### src/rtl/l3_pkg.sv
// Shared constants and types for the L3 SPI response transmitter.
// Build option: define L3_RESP_TX_PARITY_EN to append an odd-parity bit to each frame.
package l3_pkg;

  typedef enum logic [1:0] {
    ST_IDLE  = 2'd0,
    ST_LOAD  = 2'd1,
    ST_SHIFT = 2'd2,
    ST_HOLD  = 2'd3
  } tx_state_e;

  localparam int unsigned RESP_W = 8;
  localparam logic [RESP_W-1:0] IDLE_BYTE = 8'h00;

  // Response byte layout {head[1:0], err[1:0], res[3:0]}
  localparam int unsigned HEAD_LSB = 6;
  localparam int unsigned HEAD_W   = 2;
  localparam int unsigned ERR_LSB  = 4;
  localparam int unsigned ERR_W    = 2;
  localparam int unsigned RES_LSB  = 0;
  localparam int unsigned RES_W    = 4;

`ifdef L3_RESP_TX_PARITY_EN
  localparam int unsigned FRAME_BITS = 9;

  function automatic logic odd_parity(input logic [RESP_W-1:0] b);
    return ~^b;
  endfunction
`else
  localparam int unsigned FRAME_BITS = 8;
`endif

  localparam int unsigned CNT_W = 4;

endpackage

### src/rtl/l3_sync2.sv
// Two-flop synchronizer with a selectable reset value.
module l3_sync2 #(
  parameter logic RST_VAL = 1'b0
) (
  input  logic clk,
  input  logic rst,
  input  logic d,
  output logic q
);

  logic [1:0] sync_q, sync_d;

  always_comb begin
    sync_d = {sync_q[0], d};
  end

  always_ff @(posedge clk or posedge rst) begin
    if (rst) sync_q <= {2{RST_VAL}};
    else     sync_q <= sync_d;
  end

  assign q = sync_q[1];

endmodule

### src/rtl/l3_resp_tx.sv
// SPI slave (mode 0) that serialises one core response byte per chip-select frame.
// Build option: L3_RESP_TX_PARITY_EN adds a trailing odd-parity bit (9-bit frames).
module l3_resp_tx
  import l3_pkg::*;
(
  input  logic       clk,
  input  logic       rst,
  input  logic       clr_core,
  input  logic [7:0] core_resp,
  input  logic       core_resp_vld,
  output logic       resp_rdy,
  input  logic       spi_cs_n,
  input  logic       spi_sclk,
  output logic       spi_miso,
  output logic       spi_miso_oe,
  output logic       tx_busy,
  output logic       tx_underrun,
  output logic       tx_abort
);

  logic cs_s, sclk_s;

  l3_sync2 #(.RST_VAL(1'b1)) u_sync_cs (
    .clk (clk),
    .rst (rst),
    .d   (spi_cs_n),
    .q   (cs_s)
  );

  l3_sync2 #(.RST_VAL(1'b0)) u_sync_sclk (
    .clk (clk),
    .rst (rst),
    .d   (spi_sclk),
    .q   (sclk_s)
  );

  tx_state_e             state_q, state_d;
  logic [FRAME_BITS-1:0] shift_q, shift_d;
  logic [CNT_W-1:0]      cnt_q, cnt_d;
  logic                  cs_p_q, cs_p_d;
  logic                  sclk_p_q, sclk_p_d;
  logic                  resp_rdy_q, resp_rdy_d;
  logic                  miso_q, miso_d;
  logic                  oe_q, oe_d;
  logic                  busy_q, busy_d;
  logic                  underrun_q, underrun_d;
  logic                  abort_q, abort_d;

  logic                  cs_fall_c, cs_rise_c, sclk_rise_c, sclk_fall_c;
  logic [RESP_W-1:0]     resp_word_c, load_byte_c;
  logic [FRAME_BITS-1:0] load_val_c;

  assign cs_fall_c   = cs_p_q & ~cs_s;
  assign cs_rise_c   = ~cs_p_q & cs_s;
  assign sclk_rise_c = ~sclk_p_q & sclk_s;
  assign sclk_fall_c = sclk_p_q & ~sclk_s;

  assign resp_word_c = {core_resp[HEAD_LSB +: HEAD_W],
                        core_resp[ERR_LSB +: ERR_W],
                        core_resp[RES_LSB +: RES_W]};
  assign load_byte_c = core_resp_vld ? resp_word_c : IDLE_BYTE;

`ifdef L3_RESP_TX_PARITY_EN
  assign load_val_c = {load_byte_c, odd_parity(load_byte_c)};
`else
  assign load_val_c = load_byte_c;
`endif

  // Next-state, datapath and registered-output decode
  always_comb begin
    state_d    = state_q;
    shift_d    = shift_q;
    cnt_d      = cnt_q;
    cs_p_d     = cs_s;
    sclk_p_d   = sclk_s;
    resp_rdy_d = 1'b0;
    underrun_d = 1'b0;
    abort_d    = 1'b0;

    unique case (state_q)
      ST_IDLE: begin
        if (cs_fall_c) state_d = ST_LOAD;
      end
      ST_LOAD: begin
        if (cs_rise_c) begin
          state_d = ST_IDLE;
          abort_d = 1'b1;
        end else if (clr_core) begin
          state_d = ST_HOLD;
          abort_d = 1'b1;
        end else begin
          shift_d    = load_val_c;
          cnt_d      = '0;
          resp_rdy_d = core_resp_vld;
          underrun_d = ~core_resp_vld;
          state_d    = ST_SHIFT;
        end
      end
      ST_SHIFT: begin
        if (cs_rise_c) begin
          state_d = ST_IDLE;
          abort_d = 1'b1;
        end else if (clr_core) begin
          state_d = ST_HOLD;
          abort_d = 1'b1;
        end else begin
          if (sclk_fall_c) shift_d = {shift_q[FRAME_BITS-2:0], 1'b0};
          if (sclk_rise_c) begin
            cnt_d = cnt_q + CNT_W'(1);
            if (cnt_q == CNT_W'(FRAME_BITS - 1)) state_d = ST_HOLD;
          end
        end
      end
      ST_HOLD: begin
        if (cs_rise_c) state_d = ST_IDLE;
      end
      default: state_d = ST_IDLE;
    endcase

    miso_d = (state_d == ST_SHIFT) & shift_d[FRAME_BITS-1];
    oe_d   = (state_d != ST_IDLE);
    busy_d = (state_d != ST_IDLE);
  end

  always_ff @(posedge clk or posedge rst) begin
    if (rst) begin
      state_q    <= ST_IDLE;
      shift_q    <= '0;
      cnt_q      <= '0;
      cs_p_q     <= 1'b1;
      sclk_p_q   <= 1'b0;
      resp_rdy_q <= 1'b0;
      miso_q     <= 1'b0;
      oe_q       <= 1'b0;
      busy_q     <= 1'b0;
      underrun_q <= 1'b0;
      abort_q    <= 1'b0;
    end else begin
      state_q    <= state_d;
      shift_q    <= shift_d;
      cnt_q      <= cnt_d;
      cs_p_q     <= cs_p_d;
      sclk_p_q   <= sclk_p_d;
      resp_rdy_q <= resp_rdy_d;
      miso_q     <= miso_d;
      oe_q       <= oe_d;
      busy_q     <= busy_d;
      underrun_q <= underrun_d;
      abort_q    <= abort_d;
    end
  end

  assign resp_rdy    = resp_rdy_q;
  assign spi_miso    = miso_q;
  assign spi_miso_oe = oe_q;
  assign tx_busy     = busy_q;
  assign tx_underrun = underrun_q;
  assign tx_abort    = abort_q;

endmodule
### config.mk
export PLATFORM = sky130hd
export DESIGN_NAME = l3_resp_tx
export DESIGN_NICKNAME = d
export VERILOG_FILES = /design/src/rtl/l3_pkg.sv /design/src/rtl/l3_sync2.sv /design/src/rtl/l3_resp_tx.sv
export SDC_FILE = /design/constraint.sdc
export NUM_CORES = 1
export LEC_CHECK = 0
export BUFFER_PORTS_ARGS = -buffer_cell sky130_fd_sc_hd__buf_4
export CAP_MARGIN = 5
export CORE_ASPECT_RATIO = 0.8
export CORE_MARGIN = 2
export CORE_UTILIZATION = 54
export DETAILED_ROUTE_END_ITERATION = 16
export PLACE_DENSITY = 0.77
export SLEW_MARGIN = 10
export SYNTH_ARGS = -nofsm -noshare
export SYNTH_HDL_FRONTEND = slang
export SYNTH_HIERARCHICAL = 1
export SYNTH_SLANG_ARGS = --single-unit
### constraint.sdc
create_clock -name clk -period 2.25 [get_ports clk]
set_input_delay 0.1125 -clock clk [delete_from_list [all_inputs] [get_ports clk]]
set_output_delay 0.1125 -clock clk [all_outputs]
set_load 0.005 [all_outputs]
==> key figures, run 1 <==
Clock tree
  • Worst skew pair latency: 0.32 ns
  • Maximum clock path buffer count: 2
  • CTS tree: done
  • Clock Sinks: 25
  • Root Buffer: clkbuf_4
  • Post-CTS Resized: 0
  • Clock Pin Slew Worst Setup and Hold Paths: 0.13 ns
  • CTS H-tree lvls: 1
  • CTS Buf Count: 3

Floorplanning
  • Chip Height: 46.12 um
  • Initial Utilization: 56.46%
  • Die width: 56.65 um
  • Die ar.: 2612 um^2
  • Placement row count: 15
  • Core area: 2121 um^2
  • I/O pin cnt: 20

Place
  • Port Buffers: 19
  • Placer congestion estimate: 0.8207
  • Post-DP HPWL: 1.668 mm

Global routing
  • Initial antenna violation count: 0
  • Global-route wire length before repair: 3.870 mm
  • Number of global-route vias before repair: 880
  • Gr usage total: 19.73%
  • Pin count of the biggest net entering global routing: 22
  • GR Overflow Total: 0

Pwr
  • Gate power share: 39.0%
  • Pwr/cell area: 928.5 nW/um^2
  • Share of power burned in registers: 46.1%
  • VDD IR-drop max: 0.8347 mV
  • Switching power: 0.4798 mW
  • Leakage power: 0.6560 nW
  • Clk pwr share: 14.9%
  • Internal: 0.8364 mW
  • Sw frac: 36.45%

Timing
  • Setup violations, final: 0
  • Worst-Margin Slew: 0.8044 ns
  • Fin. max-slew vios: 0
  • TNS Setup: 0 ns
  • Minimum clock period: 1.982 ns
  • Tcrit/Tclk final: 88.09%
  • Unrepaired setup endpoints after global routing: no
  • Hold slack: 0.02363 ns
  • Final Skew: 0.003341 ns
  • Worst slew margin: 46.32%
  • Peak Freq: 504.5 MHz
  • Final Hold Viols: 0

Cells and area
  • Layout cell share with drive strength beyond 1: 23.74%
  • Layout area overhead: 18.39%
  • ANT cells: 0
  • Final core occ: 66.84%
  • Final Net Count: 159
  • Fillers: 171

Setup path
  • CP Class: reg -> reg
  • WP data arrival: 2.23 ns
  • CP Launch Type: flop
  • CP required: 2.50 ns
  • Crit-path max FO: 7
  • CP endpoint kind: flop

Synth
  • Syn nets: 134
  • Yosys warning total: 6
  • Area leader, netlist: dfrtp_1
  • Cells after Synth: 115
  • Syn Area/Cell: 10.41 um^2
  • FF+latch count, synth: 25
  • Synth cell types: 34
  • Synth top area cells: dfrtp_1, dfstp_2, ha_1
  • Post-synth top area share: 45.98%
  • Synth Cell Area: 1197 um^2
  • Sequential area share after synthesis: 52.56%

Worst hold path
  • Hold Path Class: in -> reg

Detailed routing
  • Drt wl/cell: 13.71 um
  • Pre-antenna DRT Iters: 4
  • Routed Antenna Nets: 0
  • Via Count: 918
  • Drt total wl: 2.249 mm
  • Vias per std cell: 5.598
  • Starting DRC count in detailed routing: 20
  • DRC: 0

Status
  • Outcome: finished clean

Flow run
  • Max Cap Viol: 0
-- path summary, 6_finish.rpt --
check | from | endpoint | slack [ns] | cells past startpoint
setup reg to reg | state_q[0] | spi_miso | 0.27 | 7
max in group asynchronous | rst | shift_q[7] | 1.25 | 3
min in group asynchronous | rst | u_sync_sclk/sync_q[1] | 0.20 | 3
setup / recovery | state_q[0] | spi_miso | 0.27 | 7
hold / removal | clr_core | tx_underrun | 0.02 | 2
hold reg to reg | u_sync_sclk/sync_q[0] | u_sync_sclk/sync_q[1] | 0.37 | 0
-- cells in the final DEF, fill, tap and decap left out --
master,netlist,layout
a211oi_1,2,2
a211oi_2,1,1
a21oi_1,4,4
a221oi_2,1,1
a22o_1,1,1
a22oi_1,6,6
and3_1,2,2
buf_4,1,20
clkbuf_4,0,3
clkinv_2,0,1
dfrtp_1,22,22
dfstp_2,3,3
dlygate4sd3_1,0,4
ha_1,5,5
inv_1,9,9
mux2i_1,1,1
nand2_1,14,14
nand2b_1,3,3
nand3_1,4,4
nand3b_1,3,3
nand4_1,1,1
nor2_1,5,5
nor2_2,1,1
nor2b_1,2,2
nor2b_2,1,1
nor3_1,1,1
nor3b_2,1,1
nor4b_1,1,1
nor4bb_1,1,1
o21ai_0,8,8
o21ai_1,2,2
o221ai_1,2,2
o31a_2,1,1
or3_1,1,1
xor2_1,2,2
-- cell type report --
cell class / instances / area (um^2) / area share [%]
multi-input cells: 77 / 505.5 / 35.66
inverters: 9 / 33.78 / 2.383
clock inverters: 1 / 5.005 / 0.3530
well taps: 25 / 31.28 / 2.207
repair buffers: 24 / 190.2 / 13.42
clock buffers: 3 / 22.52 / 1.589
flip-flops and latches: 25 / 629.4 / 44.40
-- metal layers --
layer	up-vias	routed length (um)	GRT usage [%]
li1	449	-	-
met2	26	1008	32.56
met1	441	1097	25.44
met4	0	14	4.762
met3	2	128	6.742
met5	-	0	0
-- sequential cells by signal (all words and copies together) (netlist names), 2 cells and up --
| signal | flops |
|---|---|
| u_sync_sclk/sync_q | 2 |
| cnt_q | 4 |
| shift_q | 8 |
| state_q | 2 |
| u_sync_cs/sync_q | 2 |
-- critical path, stage by stage, from the launching register on --
cell and delay, ns:
dfrtp_1 0.47, inv_1 0.10, ha_1 0.34, inv_1 0.08, or3_1 0.37, o221ai_1 0.21, o31a_2 0.19, nor3b_2 0.15
-- Yosys cell counts (all sizes together) --
cell	n
dfrtp	22
nand2	14
o21ai	10
inv	9
a22oi	6
nor2	6
ha	5
a21oi	4
buf	4
nand3	4
a211oi	3
dfstp	3
nand2b	3
nand3b	3
nor2b	3
and3	2
o221ai	2
xor2	2
a221oi	1
a22o	1
mux2i	1
nand4	1
nor3	1
nor3b	1
nor4b	1
nor4bb	1
o31a	1
or3	1
-- power by group through the flow --
stage	registers, mW	logic [mW]	clock network (mW)
after floorplan	0.603	0.383	0
after global placement	0.610	0.489	0
after detailed placement	0.615	0.509	0
after CTS	0.608	0.514	0.204
after global routing	0.623	0.582	0.224
final	0.607	0.513	0.196
-- kinds of logic after synthesis --
group / synth area share (%)
AND/OR/NAND/NOR: 18.50
AO/OA/AOI/OAI: 16.20
flip-flops: 52.56
buffers and inverters: 5.225
adder cells (fa/ha/maj): 5.225
XOR/XNOR: 1.463
multiplexers: 0.8360
-- metrics by stage --
stage               power [mW]  std cells  worst slack, ns  area, um^2
floorplan               0.9859        115           0.4986        1197
global placement         1.099        156           0.4022        1350
detailed placement       1.124        156           0.3083        1350
CTS                      1.326        164           0.2754        1418
global route             1.429        164          0.06841        1418
finish                   1.316        164           0.2680        1418
-- repair_timing --
action                                 4_1_cts  5_1_grt
setup buffers                                0        0
endpoints found under the hold margin       27        0
hold buffers                                 4        0
(Power assumes the default switching activity.)
==> inputs of run 2 (changes only) <==
- BUFFER_PORTS_ARGS: -buffer_cell sky130_fd_sc_hd__buf_4 -> -buffer_cell sky130_fd_sc_hd__clkbuf_2
- GPL_ROUTABILITY_DRIVEN: unset -> 0
- PLACE_DENSITY: 0.77 -> 0.79
==> key figures, run 2 (synthesis results as in run 1) <==
Status
  • Outcome: finished clean

Floorplanning
  • Chip Height: 46.12 um (unchanged)
  • Die ar.: 2612 um^2 (unchanged)
  • I/O pin cnt: 20 (unchanged)
  • Initial Utilization: 56.46% (unchanged)
  • Core area: 2121 um^2 (unchanged)
  • Placement row count: 15 (unchanged)
  • Die width: 56.65 um (unchanged)

Clock tree
  • Clock Pin Slew Worst Setup and Hold Paths: 0.13 ns (about the same)
  • CTS H-tree lvls: 1 (unchanged)
  • CTS tree: done
  • CTS Buf Count: 3 (unchanged)
  • Clock Sinks: 25 (unchanged)
  • Worst skew pair latency: 0.32 ns (about the same)
  • Post-CTS Setup Bufs: 0 (unchanged)
  • Maximum clock path buffer count: 2 (unchanged)
  • Root Buffer: clkbuf_4

Setup path
  • CP endpoint kind: flop
  • CP delay by family, top: flip-flops
  • CP Launch Type: flop
  • WP data arrival: 2.23 ns (about the same)
  • Crit-path max FO: 10 (+3)
  • Crit path cell chain: inv_1 > ha_1 > nand2b_1 > a211oi_2 > nand4_1 > xor2_1 > a21oi_1
  • R2R cell count: 7 (unchanged)
  • Critical Path Stages: 7 (unchanged)
  • CP required: 2.51 ns (about the same)
  • CP max stage delay: 0.49 ns (+0.02 ns)
  • CP Class: reg -> reg
  • Worst path slowest cell: dfrtp_1
  • WP buf/inv: 1 (-1)

Global routing
  • GR Overflow Total: 0 (unchanged)
  • Number of global-route vias before repair: 869 (-1.3%)
  • Gr usage total: 19.11% (-0.61 points)
  • Pin count of the biggest net entering global routing: 22 (unchanged)
  • Global-route wire length before repair: 3.691 mm (-4.6%)
  • Grt met2 use: 33.72% (+1.2 points)
  • GRT busiest layer: met2
  • Initial antenna violation count: 0 (unchanged)
  • Grt met1 use: 22.84% (-2.6 points)
  • Met3 Resource Use GR: 6.180% (-0.56 points)

Cells and area
  • Layout cell share with drive strength beyond 1: 23.74% (unchanged)
  • Final Net Count: 159 (unchanged)
  • Layout area overhead: 14.42%
  • Fin cells: 164 (unchanged)
  • Biggest register: shift_q
  • Max FFs per register: 8 (unchanged)
  • Largest regs: shift_q (8), cnt_q (4)
  • Fillers: 179 (+4.7%)
  • Commonest non-fill, non-tap cells in the layout: dfrtp_1, clkbuf_2, nand2_1, inv_1, o21ai_0
  • Final instance area: 1370 um^2 (-3.4%)
  • Multi-input logic area: 505.5 um^2 (unchanged)
  • Most common cell after layout, fill and taps aside: dfrtp_1
  • ANT cells: 0 (unchanged)
  • Register area: 629.4 um^2 (unchanged)

Pwr
  • VDD IR-drop max: 0.5868 mV (-30%)
  • Switching power: 0.4799 mW (about the same)
  • Leakage power: 0.6431 nW (-2.0%)
  • Clk pwr share: 15.4% (+0.5 points)
  • Internal: 0.8134 mW (-2.7%)
  • Share of power burned in registers: 46.9% (+0.8 points)
  • Sw frac: 37.10% (+0.65 points)
  • Gate power share: 37.7% (-1.3 points)
  • Pwr/cell area: 944.0 nW/um^2 (+1.7%)
  • Pwr Total: 1.293 mW (-1.7%)

Timing
  • Fin. max-slew vios: 0 (unchanged)
  • Worst-Margin Slew: 0.7848 ns (-0.01960 ns)
  • TNS Setup: 0 ns (unchanged)
  • Minimum clock period: 1.973 ns (-0.009155 ns)
  • Tcrit/Tclk final: 87.68% (-0.41 points)
  • Worst slew margin: 47.62% (+1.3 points)
  • Setup violations, final: 0 (unchanged)
  • Peak Freq: 506.9 MHz (+0.46%)
  • Unrepaired setup endpoints after global routing: no
  • Final Skew: 0.002077 ns (-0.001264 ns)
  • Hold slack: 0.02746 ns (+0.003832 ns)
  • Final Hold Viols: 0 (unchanged)

Detailed routing
  • Starting DRC count in detailed routing: 24 (+20%)
  • DRC: 0 (unchanged)
  • Routed Antenna Nets: 0 (unchanged)
  • Drt wl/cell: 13.95 um (+1.7%)
  • Via Count: 925 (+0.76%)
  • Drt total wl: 2.287 mm (+1.7%)
  • Vias per std cell: 5.640 (+0.76%)
  • Pre-antenna DRT Iters: 4 (unchanged)

Place
  • Area of placed instances: 1303 um^2 (-3.5%)
  • Post-DP HPWL: 1.623 mm (-2.7%)
  • Cells after DPL: 156 (unchanged)
  • Port Buffers: 19 (unchanged)

Worst hold path
  • Worst Hold Depth: 3 (+1)
  • Hold Path Class: in -> reg

Flow run
  • Max Cap Viol: 0 (unchanged)
-- run 2: cell count changes in the layout (fill, tap and decap cells not counted), sizes merged --
cell / before / now
clkbuf: 3 / 22
buf: 20 / 1
-- run 2: worst reg2reg max path, delay by kind of cell, from the launching register on --
family	cells	cell delay, ns
XOR/XNOR	1	0.16
AND/OR/NAND/NOR	2	0.37
AO/OA/AOI/OAI	2	0.47
flip-flops	1	0.49
buffers and inverters	1	0.10
adder cells (fa/ha/maj)	1	0.32
-- run 2: final timing paths --
check / from / end / slack (ns)
worst max-delay path: state_q[0] / cnt_q[3] / 0.28
worst min-delay path: core_resp[0] / shift_q[0] / 0.03
worst max register to register: state_q[0] / cnt_q[3] / 0.28
worst min register to register: u_sync_cs/sync_q[0] / u_sync_cs/sync_q[1] / 0.37
max in group asynchronous: rst / shift_q[3] / 1.28
min in group asynchronous: rst / u_sync_sclk/sync_q[0] / 0.18
-- run 2: final cells by class --
cell class,count,share of cell area (%)
sequential,25,45.94
multi-input combinational,77,36.90
clock buffer,3,1.644
tap,25,2.283
timing repair buffer,24,10.41
inverter,9,2.466
clock inverter,1,0.3653
-- run 2: through the flow --
step           utilization, %  setup slack, ns
3_5_place_dp            61.42           0.2986
4_1_cts                 64.60           0.2794
3_3_place_gp            61.42           0.3991
2_1_floorplan               -           0.4986
5_1_grt                 64.60          0.09052
6_report                64.60           0.2772
-- run 2: repair_timing --
action	in CTS	in global routing
hold buffers	4	0
resized for setup	0	0
endpoints found under the setup margin	0	0
endpoints found under the hold margin	27	0
-- run 2: power by group through the flow --
stage	combinational, mW	sequential [mW]	clock [mW]
2_1_floorplan	0.383	0.603	0
3_3_place_gp	0.465	0.609	0
3_5_place_dp	0.477	0.615	0
4_1_cts	0.490	0.606	0.205
5_1_grt	0.551	0.619	0.218
6_report	0.487	0.607	0.199
-- run 2: layer usage --
layer | share of wire (%) | up-vias
met5 | 0 | -
met4 | 1.3 | 0
met3 | 3.8 | 4
met2 | 49 | 20
met1 | 46 | 453
li1 | - | 448
